`config.mk`:
```
export PLATFORM = sky130hd
export DESIGN_NAME = serial_adder
export DESIGN_NICKNAME = d
export VERILOG_FILES = /design/src/rtl/serial_adder.sv
export SDC_FILE = /design/constraint.sdc
export NUM_CORES = 1
export LEC_CHECK = 0
export ABC_AREA = 1
export CORE_UTILIZATION = 50
export CTS_CLUSTER_DIAMETER = 30
export DETAILED_ROUTE_END_ITERATION = 7
export GPL_ROUTABILITY_DRIVEN = 0
export PLACE_DENSITY = 0.8
export SYNTH_ARGS = -nofsm -noshare
export SYNTH_HDL_FRONTEND = slang
export SYNTH_SLANG_ARGS = --single-unit
```
`constraint.sdc`:
```
create_clock -name clk -period 3.4 [get_ports clk]
set_input_delay 0.34 -clock clk [delete_from_list [all_inputs] [get_ports clk]]
set_output_delay 0.34 -clock clk [all_outputs]
set_load 0.05 [all_outputs]
```
`src/rtl/serial_adder.sv`:
```
// Bit-serial add/subtract of two WIDTH-bit operands, LSB first, one full-adder slice.
// Latency: WIDTH cycles from the accepting edge to the done pulse.
// Backpressure: start is accepted only in IDLE or DONE; start during RUN is ignored.
module serial_adder #(
    parameter int WIDTH = 8
) (
    input  logic             clk,
    input  logic             reset,
    input  logic             start,
    input  logic             sub,
    input  logic [WIDTH-1:0] a,
    input  logic [WIDTH-1:0] b,
    input  logic             c_in,
    output logic             busy,
    output logic             done,
    output logic [WIDTH-1:0] sum,
    output logic             c_out,
    output logic             overflow
);

    // Counter only needs to reach WIDTH-1; keep at least one bit for WIDTH = 1.
    localparam int CW = (WIDTH > 1) ? $clog2(WIDTH) : 1;
    localparam logic [CW-1:0] LAST = CW'(WIDTH - 1);

    // The final bit goes straight into sum, so only WIDTH-1 result bits are staged.
    localparam int RW = (WIDTH > 1) ? WIDTH - 1 : 1;

    typedef enum logic [1:0] {
        IDLE = 2'd0,
        RUN  = 2'd1,
        DONE = 2'd2
    } state_t;

    state_t           state;
    logic [CW-1:0]    cnt;
    logic [WIDTH-1:0] a_sr;
    logic [WIDTH-1:0] b_sr;
    logic [RW-1:0]    res_sr;
    logic             carry;

    logic             bit_s;
    logic             bit_c;
    logic [RW-1:0]    res_shift;
    logic [WIDTH-1:0] res_next;

    // Single full-adder slice working on the current LSBs and the registered carry.
    always_comb begin
        bit_s = a_sr[0] ^ b_sr[0] ^ carry;
        bit_c = (a_sr[0] & b_sr[0]) | (a_sr[0] & carry) | (b_sr[0] & carry);
    end

    // Result staging: each new bit enters at the top of the staging register, so after
    // WIDTH-1 shifts bit 0 sits at the LSB and the last bit completes the word on top.
    generate
        if (WIDTH == 1) begin : g_w1
            assign res_shift = res_sr;
            assign res_next  = bit_s;
        end else if (WIDTH == 2) begin : g_w2
            assign res_shift = bit_s;
            assign res_next  = {bit_s, res_sr};
        end else begin : g_wn
            assign res_shift = {bit_s, res_sr[RW-1:1]};
            assign res_next  = {bit_s, res_sr};
        end
    endgenerate

    // Control FSM and datapath; visible outputs only change at completion or reset.
    always_ff @(posedge clk) begin
        if (reset) begin
            state    <= IDLE;
            cnt      <= '0;
            a_sr     <= '0;
            b_sr     <= '0;
            res_sr   <= '0;
            carry    <= 1'b0;
            busy     <= 1'b0;
            done     <= 1'b0;
            sum      <= '0;
            c_out    <= 1'b0;
            overflow <= 1'b0;
        end else begin
            case (state)
                IDLE, DONE: begin
                    done <= 1'b0;
                    if (start) begin
                        // Subtraction is a + ~b + 1, so invert B and force the carry.
                        a_sr  <= a;
                        b_sr  <= sub ? ~b : b;
                        carry <= sub ? 1'b1 : c_in;
                        cnt   <= '0;
                        state <= RUN;
                        busy  <= 1'b1;
                    end else begin
                        state <= IDLE;
                        busy  <= 1'b0;
                    end
                end
                RUN: begin
                    a_sr   <= a_sr >> 1;
                    b_sr   <= b_sr >> 1;
                    carry  <= bit_c;
                    res_sr <= res_shift;
                    if (cnt == LAST) begin
                        // carry still holds the carry into the MSB at this point.
                        sum      <= res_next;
                        c_out    <= bit_c;
                        overflow <= carry ^ bit_c;
                        state    <= DONE;
                        busy     <= 1'b0;
                        done     <= 1'b1;
                    end else begin
                        cnt <= cnt + 1'b1;
                    end
                end
                default: begin
                    state <= IDLE;
                    busy  <= 1'b0;
                    done  <= 1'b0;
                end
            endcase
        end
    end

endmodule
```
### Word-level counts from Yosys, hierarchy flattened

Cells that the tools add are included.

| storage, ports and cells | value |
|---|---|
| flip-flop bits (word level) | 41 |
| latch bits | 0 |
| memory bits (writable) | 0 |
| bits in read-only memories | 0 |
| bits of input ports | 21 |
| output and inout bits | 12 |
| word-level logic and storage cells | 52 |
| memories kept | 0 |

| operators by class | value |
|---|---|
| add/subtract/negate cells | 1 |
| multipliers | 0 |
| div/mod/pow operators | 0 |
| $lt $le $gt $ge | 0 |
| eq/ne operators | 6 |
| shifts and indexed selects | 0 |
| multiplexer cells | 17 |
| bitwise operators | 10 |
| reduce and logical (&&, ||, !) cells | 7 |

Operators by type and width:

| cell | count |
|---|---|
| case mux 8 bit (2 select lines) | 2 |
| two-way mux 8 bit | 3 |
| NOT 8 bit | 1 |
| two-way mux 3 bit | 2 |
| != test 2 bit (second input constant) | 3 |
| case mux 3 bit (2 select lines) | 1 |
| two-way mux 1 bit | 5 |
| case mux 1 bit (2 select lines) | 2 |
| case mux 2 bit (2 select lines) | 1 |
| AND reduction 2 bit | 2 |
| OR reduction 2 bit | 2 |
| adder 3 x 1 -> 3 bit (second input constant) | 1 |
| AND 1 bit | 3 |
| == test 3 bit (second input constant) | 1 |
| AND reduction 3 bit | 1 |
| bitwise XOR 1 bit | 3 |
| == test 2 x 1 -> 1 bit (second input constant) | 1 |
| == test 2 bit (second input constant) | 1 |
| logical NOT 2 bit | 1 |
| two-way mux 2 bit | 1 |
| OR 1 bit | 2 |
| nonzero test 2 bit | 1 |
| NOT 1 bit | 1 |

### Logic depth before layout (Yosys ltp)

| depth | value |
|---|---|
| depth after elaboration | 4 |
| gate-level depth with buffers | 8 |
| mapped depth without buffers | 8 |

### Worst setup path before layout

OpenSTA, ideal clock, no wires.

| path | value |
|---|---|
| path kind | register -> register |
| from | register busy (netlist name) |
| to | register b_sr[5] |
| library setup time | 109 ps |
| arrival time | 1357 ps |
| data required time | 3291 ps |
| slack | 1934 ps |
| stages on the path, launching flop included | 7 |
| buffers on the path | 1 |
| clock period less this slack | 1466 ps |
| cell sequence | dfxtp_1 > nand2_2 > buf_2 > nand3_1 > nand3_1 > nand2_1 > inv_1 |

RTL lines:

| item | RTL line | RTL |
|---|---|---|
| end signal, assigned | 88 | `b_sr <= sub ? ~b : b;` |
| end signal, assigned | 100 | `b_sr <= b_sr >> 1;` |
| end, declared | 37 | `logic [WIDTH-1:0] b_sr;` |

### Worst setup path after layout

| path | value |
|---|---|
| from | register busy |
| to | output busy |

RTL lines:

| item | RTL line | RTL |
|---|---|---|
| start, declared | 14 | `output logic busy,` |
| start signal, assigned | 76 | `busy <= 1'b0;` |
| start signal, assigned | 92 | `busy <= 1'b1;` |
| start signal, assigned | 95 | `busy <= 1'b0;` |

No word-level cell between the ends.

==> flow_summary_export.csv <==
group,metric,value,unit
worst_setup_path,reg2reg_depth,6,
power,p_int,0.000625,W
synthesis,synth_nets,281,
min_path,holdPathStages,2,
route,drt-initial-drc-count,134,
worst_setup_path,path_depth,1,
global_routing,grt_pass1_vias,1441,
route,dr.pass1.iters,4,
final_layout,drive_gt1_share,5.23,%
route,via_per_inst,4.95,
power,power_density,405,nW/um^2
synthesis,postSynthAreaPerCell,6.90,um^2
sta,fmax,0.495,GHz
final_layout,multi_input_area,796,um^2
synthesis,synth_area,1770,um^2
outcome,status,"finished, final reports clean",
worst_setup_path,critical_path.slowest_cell,"clkdlybuf4s50_1",
global_routing,grt-ovfl-total,0,
power,pwr-share-seq,58.9,%
sta,post-route-period-util,59.4,%
synthesis,synthDistinctLibCells,20,
final_layout,design_area,2140,um^2
worst_setup_path,cpLargestDelayFamily,"buffers and inverters",
final_layout,register_area,801,um^2
clock_tree,holdBufCountCts,0,
final_layout,nets,311,
power,ir_drop,0.000242,V
final_layout,antenna_cells,0,
place,dpl_cell_area,2100,um^2
worst_setup_path,startpoint_type,"register",
clock_tree,path_clk_slew,0.11,ns
sta,final_hold_viol_count,0,
min_path,hp-class,"reg2reg",
global_routing,track_usage,22.3,%
worst_setup_path,cp.arrival,1.68,ns
sta,final_max_slew_viol_count,0,
final_layout,post-route-util,63.7,%
sta,worst_pin_slew,0.656,ns
sta,min_period,2.02,ns
synthesis,yosysSeqAreaShare,45.2,%
clock_tree,cts_resized,0,
power,p_leak,1.01,nW
worst_setup_path,crit_fanout,4,
worst_setup_path,critPathCaptureType,"primary output",
clock_tree,cts-root-buf,"clkbuf_4",
synthesis,synthTopCellsByArea,"dfxtp_1 (45%), nand2_1 (16%), nor2_1 (7.8%)",
clock_tree,postCtsSetupRepairBufs,0,
power,sw_frac_of_total,27.9,%
power,net-switching-power,0.000242,W
route,dr_total_vias,1648,
synthesis,synthCells,257,
global_routing,grt_pass1_wl,6140,um
global_routing,antenna_found_initial,0,
clock_tree,cts_buffers,5,
sta,holdWs,0.474,ns
job,maxCapViolations,0,
sta,setup_tns,0,ns
floorplan,pin_count,33,
clock_tree,clk_path_buf_depth,2,
sta,worst_clock_skew,0.00248,ns
floorplan,fp-row-count,21,
worst_setup_path,crit_buf_inv,1,
clock_tree,worstSkewPairLatency,0.35,ns
route,routedWlPerCell,10.7,um
final_layout,nFillCells,340,
worst_setup_path,path_class,"reg2out",
floorplan,die_h,61.5,um
floorplan,dieWidth,61.5,um
sta,slew_headroom,56.2,%
synthesis,synth_top_area_cell,"dfxtp_1",
route,drc_errors,0,
route,ant_nets,0,
global_routing,grt_max_degree,27,
clock_tree,htree_num_levels,2,
floorplan,core_area,3360,um^2
synthesis,yosysWarnings,0,
power,clock_power_share,25.9,%
sta,rsz0062_at_grt,"false",
clock_tree,cts.sinks,40,
power,power_frac_comb,15.2,%
floorplan,dieArea,3790,um^2
route,routed_wl,3560,um
floorplan,start_util,52.7,%
synthesis,yosysTopAreaCellShare,45.2,%
worst_setup_path,critical_path_required,3.06,ns
worst_setup_path,crit_chain,"clkdlybuf4s50_1",
synthesis,ys_ff_latch,40,
sta,setup_viol,0,
clock_tree,cts_tree,"yes",
final_layout,syn_to_final_growth,20.8,%
place,hpwlAfterDp,2460,um
place,io_buffers,32,
worst_setup_path,cp_slowest_stage_delay,0.86,ns
## final cells by class
| type | instances | share of cell area, % |
|---|---|---|
| inverters | 32 | 5.67 |
| flip-flops and latches | 40 | 37.4 |
| clock inverters | 1 | 0.234 |
| well taps | 46 | 2.69 |
| multi-input cells | 176 | 37.1 |
| repair buffers | 32 | 15.0 |
| clock buffers | 6 | 1.93 |
## cell usage after synthesis (all sizes together)
master,n
a21oi,11
buf,6
clkbuf,3
clkinv,1
dfxtp,40
fa,1
ha,2
inv,31
nand2,78
nand3,27
nor2,40
nor3,1
o21ai,15
xor2,1
## per-layer routing
layer	vias up	global-route usage [%]	part of all wire, %
met2	40	33.6	46
met5	-	0	0
met3	6	6.30	4.8
met4	0	9.84	1.7
met1	747	29.9	47
li1	855	-	-
## registers in the layout, indices dropped and copies added (netlist names)
signal and cells:
c_out 1, a_sr 8, cnt 3, sum 8, done 1, res_sr 7, overflow 1, b_sr 8
carry 1, busy 1, state 1
## placed cells by master (no fill, tap or decap)
| master | count |
|---|---|
| nand2_1 | 77 |
| clkbuf_1 | 1 |
| ha_1 | 2 |
| nor2_4 | 3 |
| clkinv_2 | 2 |
| xor2_1 | 1 |
| o21ai_0 | 15 |
| inv_1 | 28 |
| nor3_1 | 1 |
| inv_2 | 3 |
| a21oi_2 | 1 |
| nor2_1 | 37 |
| nand3_1 | 27 |
| dfxtp_1 | 40 |
| nand2_2 | 1 |
| clkbuf_4 | 5 |
| fa_1 | 1 |
| a21oi_1 | 10 |
| clkdlybuf4s50_1 | 32 |
## path summary, 6_finish.rpt
kind         slack [ns]       to     from
max reg2reg        1.92  a_sr[4]     busy
max                1.38     busy     busy
min reg2reg        0.47  a_sr[2]  a_sr[2]
min                0.47  a_sr[2]  a_sr[2]
## cells by family (layout without fill, tap and decap cells)
logic type	count (synthesis)	in the layout	share of synthesized area (%)
compound gates	26	26	7.55
fa+ha+maj	3	3	2.54
buf+inv	41	71	9.95
simple gates	146	146	34.3
xor+xnor	1	1	0.494
flops	40	40	45.2
## metrics by stage
step                      total power, W  setup WS [ns]  instances
after floorplan                 0.000611           1.93        257
after global placement          0.000651           1.25        326
after detailed placement        0.000654           1.25        326
after CTS                       0.000871           1.35        333
after global routing            0.000912           1.31        333
final                           0.000867           1.38        333
## power by group through the flow
stage / combinational, W / clock (W) / sequential [W]
after detailed placement: 0.000133 / 0 / 0.000521
after floorplan: 0.0000900 / 0 / 0.000521
after global placement: 0.000130 / 0 / 0.000521
after CTS: 0.000133 / 0.000227 / 0.000511
after global routing: 0.000152 / 0.000245 / 0.000514
final: 0.000132 / 0.000224 / 0.000511
Power figures use the tool's default switching activity.
